[src/rtl/apb_master_nslv.sv]
// APB v3 bridge master: single read/write command in, decoded slave access out,
// one-cycle response pulse carrying read data and error (PSLVERR, decode, timeout).
module apb_master_nslv #(
  parameter int ADDR_W      = 9,
  parameter int DATA_W      = 8,
  parameter int NUM_SLV     = 2,
  parameter int TIMEOUT_CYC = 16
) (
  input  logic                      CLK,
  input  logic                      RST_N,
  input  logic                      cmd_valid,
  output logic                      cmd_ready,
  input  logic                      cmd_write,
  input  logic [ADDR_W-1:0]         cmd_addr,
  input  logic [DATA_W-1:0]         cmd_wdata,
  output logic                      rsp_valid,
  output logic [DATA_W-1:0]         rsp_rdata,
  output logic                      rsp_err,
  output logic [NUM_SLV-1:0]        PSEL,
  output logic                      PENABLE,
  output logic                      PWRITE,
  output logic [ADDR_W-1:0]         PADDR,
  output logic [DATA_W-1:0]         PWDATA,
  input  logic [NUM_SLV*DATA_W-1:0] PRDATA,
  input  logic [NUM_SLV-1:0]        PREADY,
  input  logic [NUM_SLV-1:0]        PSLVERR
);

  // state     | meaning
  // ST_IDLE   | no transfer; cmd_ready high, decode errors answered here
  // ST_SETUP  | PSEL high, PENABLE low for one cycle
  // ST_ACCESS | PSEL and PENABLE high until PREADY or timeout

  localparam int SEL_W = (NUM_SLV > 1) ? $clog2(NUM_SLV) : 1;
  localparam int CNT_W = (TIMEOUT_CYC > 1) ? $clog2(TIMEOUT_CYC) : 1;
  localparam logic [CNT_W-1:0] CNT_LOAD = (TIMEOUT_CYC > 0) ? CNT_W'(TIMEOUT_CYC - 1) : '0;
  localparam logic [SEL_W:0]   NUM_SLV_L = (SEL_W + 1)'(NUM_SLV);

  typedef enum logic [1:0] {ST_IDLE, ST_SETUP, ST_ACCESS} state_t;

  state_t             r_state;
  logic [SEL_W-1:0]   r_idx;
  logic [CNT_W-1:0]   r_cnt;

  logic [SEL_W-1:0]   w_idx;
  logic               w_idx_ok;
  logic [NUM_SLV-1:0] w_sel;
  logic               w_pready;
  logic               w_pslverr;
  logic [DATA_W-1:0]  w_prdata;

  assign cmd_ready = RST_N && (r_state == ST_IDLE);

  assign w_idx    = (NUM_SLV > 1) ? cmd_addr[ADDR_W-1 -: SEL_W] : '0;
  assign w_idx_ok = ({1'b0, w_idx} < NUM_SLV_L);
  assign w_sel    = NUM_SLV'(1) << w_idx;

  // Only the selected slave's response is visible to the FSM.
  always_comb begin
    w_pready  = 1'b0;
    w_pslverr = 1'b0;
    w_prdata  = '0;
    for (int i = 0; i < NUM_SLV; i++) begin
      if (r_idx == SEL_W'(i)) begin
        w_pready  = PREADY[i];
        w_pslverr = PSLVERR[i];
        w_prdata  = PRDATA[i*DATA_W +: DATA_W];
      end
    end
  end

  always_ff @(posedge CLK) begin
    if (!RST_N) begin
      r_state   <= ST_IDLE;
      r_idx     <= '0;
      r_cnt     <= '0;
      PSEL      <= '0;
      PENABLE   <= 1'b0;
      PWRITE    <= 1'b0;
      PADDR     <= '0;
      PWDATA    <= '0;
      rsp_valid <= 1'b0;
      rsp_rdata <= '0;
      rsp_err   <= 1'b0;
    end else begin
      rsp_valid <= 1'b0;
      rsp_err   <= 1'b0;
      rsp_rdata <= '0;
      case (r_state)
        ST_IDLE: begin
          if (cmd_valid) begin
            if (w_idx_ok) begin
              PADDR   <= cmd_addr;
              PWRITE  <= cmd_write;
              PWDATA  <= cmd_wdata;
              PSEL    <= w_sel;
              r_idx   <= w_idx;
              r_state <= ST_SETUP;
            end else begin
              rsp_valid <= 1'b1;
              rsp_err   <= 1'b1;
            end
          end
        end
        ST_SETUP: begin
          PENABLE <= 1'b1;
          r_cnt   <= CNT_LOAD;
          r_state <= ST_ACCESS;
        end
        ST_ACCESS: begin
          if (w_pready) begin
            PSEL      <= '0;
            PENABLE   <= 1'b0;
            rsp_valid <= 1'b1;
            rsp_err   <= w_pslverr;
            rsp_rdata <= (!PWRITE && !w_pslverr) ? w_prdata : '0;
            r_cnt     <= '0;
            r_state   <= ST_IDLE;
          end else if (TIMEOUT_CYC > 0) begin
            // Down-counter loaded with TIMEOUT_CYC-1; terminal count ends the last allowed ACCESS cycle.
            if (r_cnt == '0) begin
              PSEL      <= '0;
              PENABLE   <= 1'b0;
              rsp_valid <= 1'b1;
              rsp_err   <= 1'b1;
              r_state   <= ST_IDLE;
            end else begin
              r_cnt <= r_cnt - 1'b1;
            end
          end
        end
        default: r_state <= ST_IDLE;
      endcase
    end
  end

endmodule

[config.mk]
export PLATFORM = sky130hd
export DESIGN_NAME = apb_master_nslv
export DESIGN_NICKNAME = d
export VERILOG_FILES = /design/src/rtl/apb_master_nslv.sv
export SDC_FILE = /design/constraint.sdc
export NUM_CORES = 1
export LEC_CHECK = 0
export CORE_MARGIN = 5
export CORE_UTILIZATION = 45
export CTS_BUF_LIST = sky130_fd_sc_hd__clkbuf_4
export CTS_CLUSTER_DIAMETER = 100
export DETAILED_ROUTE_END_ITERATION = 8
export PLACE_DENSITY = 0.89
export REMOVE_ABC_BUFFERS = 1
export SYNTH_ARGS = -nofsm -noshare
export SYNTH_HDL_FRONTEND = slang
export SYNTH_SLANG_ARGS = --single-unit
[constraint.sdc]
create_clock -name CLK -period 2.3 [get_ports CLK]
set_input_delay 0.46 -clock CLK [delete_from_list [all_inputs] [get_ports CLK]]
set_output_delay 0.46 -clock CLK [all_outputs]
set_load 0.02 [all_outputs]
-- After elaboration in Yosys (flattened, before gate mapping)
Cells that the tools add are included.
- shift operators: 1
- reductions and logical operators: 15
- equal/unequal tests: 5
- add/sub/neg operators: 1
- mux-type cells: 18
- operators with widths (operator ; count):
    AND reduction 2 bit ; 5
    2-to-1 mux 2 bit ; 4
    2-to-1 mux 4 bit ; 2
    2-to-1 mux 8 bit ; 1
    case mux 4 bit (2 select lines) ; 1
    2-to-1 mux 1 bit ; 7
    != test 3 bit (second input constant) ; 2
    case mux 2 bit (3 select lines) ; 1
    zero test 4 bit ; 1
    case mux 2 bit (2 select lines) ; 1
    AND reduction 4 bit ; 1
    nonzero test 2 bit ; 2
    subtractor 4 x 1 -> 4 bit (second input constant) ; 1
    AND reduction 3 bit ; 1
    equality test 2 x 1 -> 1 bit (second input constant) ; 1
    equality test 2 bit (second input constant) ; 1
    logical AND 1 bit ; 2
    zero test 1 bit ; 2
    zero test 2 bit ; 1
    != test 2 bit (second input constant) ; 1
    case mux 1 bit (2 select lines) ; 1
    left shift 1 x 1 -> 2 bit (first input constant) ; 1
- output and inout bits: 32
- word-level logic and storage cells: 51
- flip-flop bits (word level): 38

-- Logic depth before layout (Yosys ltp)
- word-level depth: 4
- depth in mapped cells: 5
- depth with buffers taken out: 5

-- Worst setup path after synthesis
OpenSTA, ideal clock, no wires.
- path kind: flip-flop to output port
- start: register r_state[1]
- end: output port cmd_ready
- arrival time: 1.069 ns
- required time: 1.840 ns
- path slack: 0.771 ns
- stages on the path, launching flop included: 3
- cells stage by stage: dfxtp_1 > buf_2 > nor3b_1
- longest elaborated chain between the ends: 2
- ends and longest elaborated chain (element ; line ; text):
    from (decl) ; 41 ; state_t r_state;
    from (signal assigned) ; 74 ; r_state <= ST_IDLE;
    from (signal assigned) ; 98 ; r_state <= ST_SETUP;
    from (signal assigned) ; 108 ; r_state <= ST_ACCESS;
    zero test 2 bit ; 52 ; assign cmd_ready = RST_N && (r_state == ST_IDLE);
    logical AND 1 bit ; 52 ;
    to (decl) ; 12 ; output logic cmd_ready,
No other way between the ends.

-- Worst setup path after layout
- start: input port RST_N
- end: output port cmd_ready
- longest elaborated chain between the ends: 1
- ends and longest elaborated chain (element ; line ; text):
    from (decl) ; 10 ; input logic RST_N,
    logical AND 1 bit ; 52 ;
No other way between the ends.

==> results.tsv <==
metric	value	unit
status	finished, final reports clean	
seqPwrFrac	49.1	%
clkPwrFrac	29.5	%
hp-class	flip-flop to flip-flop	
reg2reg_depth	5	
clkLatencyLatePin	0.33	ns
grt_start_max_net_pins	33	
diodes	0	
timing.final.ws_setup	0.212	ns
syn_inst	167	
finClkSkew	0.00700	ns
rows	21	
synth-compound-area-share	16.5	%
clkTransAtPathRegs	0.11	ns
fin_util	71.8	%
swShare	25.5	%
postRouteAntennaNets	0	
cts_root_buffer	clkbuf_4	
grt_pass1_vias	1424	
grtUsageTotal	18.0	%
max_slew.worst_pin.slew	0.570	ns
worstHoldPathCells	2	
grt_pass1_wl	6440	um
ys_types	37	
hold_viol_final	0	
hold_buffers	0	
fin_nets	284	
wl_per_cell	13.7	um
synth_area_leader_cell	dfxtp_1	
combinationalPowerShare	21.3	%
slew_violations	0	
timing.fmax	479	MHz
grt-ovfl-total	0	
setup_viol_count_final	0	
synth_ff_type	dfxtp_1	
slew_headroom	60.9	%
initial_core_util	46.6	%
dp_slack	-0.110	ns
num_vias	1455	
syn_area	1560	um^2
ff2ff_setup_slack	0.63	ns
drtIter0Drc	79	
synth_most_common_cell	nand2_1	
synth_seq_cells	37	
post-dp-hpwl	2990	um
power_density	596	nW/um^2
place_area	2330	um^2
synth.top_cell.area_share	47.6	%
p_int	1.06	mW
tns	0	ns
die_w	68.8	um
numCtsBuffers	5	
endpoint_kind	primary output	
vdd_drop_max	0.420	mV
die_h	68.8	um
synthArstFlopShare	0	%
power	1.43	mW
synth_common_cells	38 x nand2_1, 37 x dfxtp_1, 19 x a21boi_1, 9 x mux2i_1, 8 x nor2_1	
coreArea	3340	um^2
pin_count	73	
fin_crit_sh	90.8	%
post_cts.repair.setup_buffers	0	
first_pass_iters	4	
gp_congestion	0.806	
fin_crit	2.09	ns
final_area	2400	um^2
crit_type	input port to primary output	
synth_fa_ha_area_share	1.61	%
drv_cap	0	
cts.sinks	37	
synthMuxAreaShare	6.75	%
synth_area_leaders	dfxtp_1 48%, a21boi_1 9.2%, nand2_1 9.2%	
drcViolationCount	0	
cts_max_path_buffers	2	
synth_edf_count	0	
synth_xor_area_share	0	%
antenna_found_initial	0	
syn_to_final_growth	54.0	%
avgSynthCellArea	9.32	um^2
cp.arrival	1.63	ns
switchingPower	0.364	mW
synth-simple-area-share	24.1	%
drive_gt1_share	6.22	%
htreeDepth	2	
portBuffers	72	
wirelength	3930	um
via_per_inst	5.07	
p_leak	0.921	nW
cp.required	1.84	ns
yosysSeqAreaShare	47.6	%
cts_tree	built	
critPathLaunchType	input port	
rsz0062_at_grt	no	
die-area	4730	um^2
path_max_fanout	2	
synth_top_family_by_area	simple AND/OR/NAND/NOR gates	
synth_warnings	0	
-- cells in the final DEF, fill, tap and decap left out, types with 2 or more instances in the layout --
cell type         n
nand2_1          38
a41o_1            2
mux2i_1           9
clkbuf_4          5
nand2b_1          2
nor3_1            2
a21boi_1         19
ha_1              2
or3b_1            2
clkdlybuf4s50_1  71
nor2b_1           2
inv_1             2
buf_4             5
nand3b_1          4
or4_1             2
dfxtp_1          37
nor2_1            8
a21oi_1           3
nor3b_1           5
-- power by group through the flow --
stage                     logic [mW]  clock network, mW  registers (mW)
after floorplan                0.107                  0           0.748
after global placement         0.299                  0           0.715
after detailed placement       0.306                  0           0.717
after CTS                      0.308              0.432           0.702
after global routing           0.331              0.452           0.707
final                          0.305              0.422           0.702
-- flip-flops by register name (all words and copies together) (netlist names) --
name and cells:
rsp_rdata 8, PSEL 2, rsp_valid 1, rsp_err 1, PWRITE 1, PENABLE 1
r_cnt 4, PWDATA 8, PADDR 9, r_state 2
-- path summary, 6_finish.rpt --
check / start / endpoint
hold / removal: PWDATA[0] / PWDATA[0]
hold reg to reg: PWDATA[0] / PWDATA[0]
setup reg to reg: r_cnt[0] / r_cnt[3]
setup / recovery: RST_N / cmd_ready
-- critical path: stages --
cell             delay [ns]
clkdlybuf4s50_1        0.48
nor3b_1                0.30
dlygate4sd2_1          0.38
-- metrics by stage --
stage | std cells | hold slack [ns]
6_report | 287 | 0.456
5_1_grt | 287 | 0.477
4_1_cts | 287 | 0.460
3_5_place_dp | 280 | 0.444
3_3_place_gp | 280 | 0.440
2_1_floorplan | 157 | 0.533
-- what timing repair did --
action	in CTS	in global routing
gates resized for setup	1	0
endpoints found under the setup margin	1	0
endpoints found under the hold margin	0	0
-- layer usage --
layer	GRT usage [%]	wire length, um	vias to the layer above
met2	32.5	2010	51
met1	19.9	1540	677
met3	7.62	377	2
li1	-	-	725
met5	0	0	-
met4	2.92	8	0
-- logic make-up (layout without fill, tap and decap cells) --
| group | after synthesis | after routing |
|---|---|---|
| adder cells (fa/ha/maj) | 2 | 2 |
| AO/OA/AOI/OAI | 34 | 34 |
| buffers and inverters | 12 | 86 |
| AND/OR/NAND/NOR | 72 | 72 |
| flip-flops | 37 | 37 |
| multiplexers | 10 | 10 |
-- final cells by class --
cell class | count | area (um^2)
multi-input cells | 118 | 762
repair buffers | 77 | 757
fillers | 258 | 940
clock buffers | 5 | 37.5
flip-flops and latches | 37 | 741
inverters | 2 | 7.51
clock inverters | 2 | 35.0
well taps | 46 | 57.6
(Power assumes the default switching activity.)
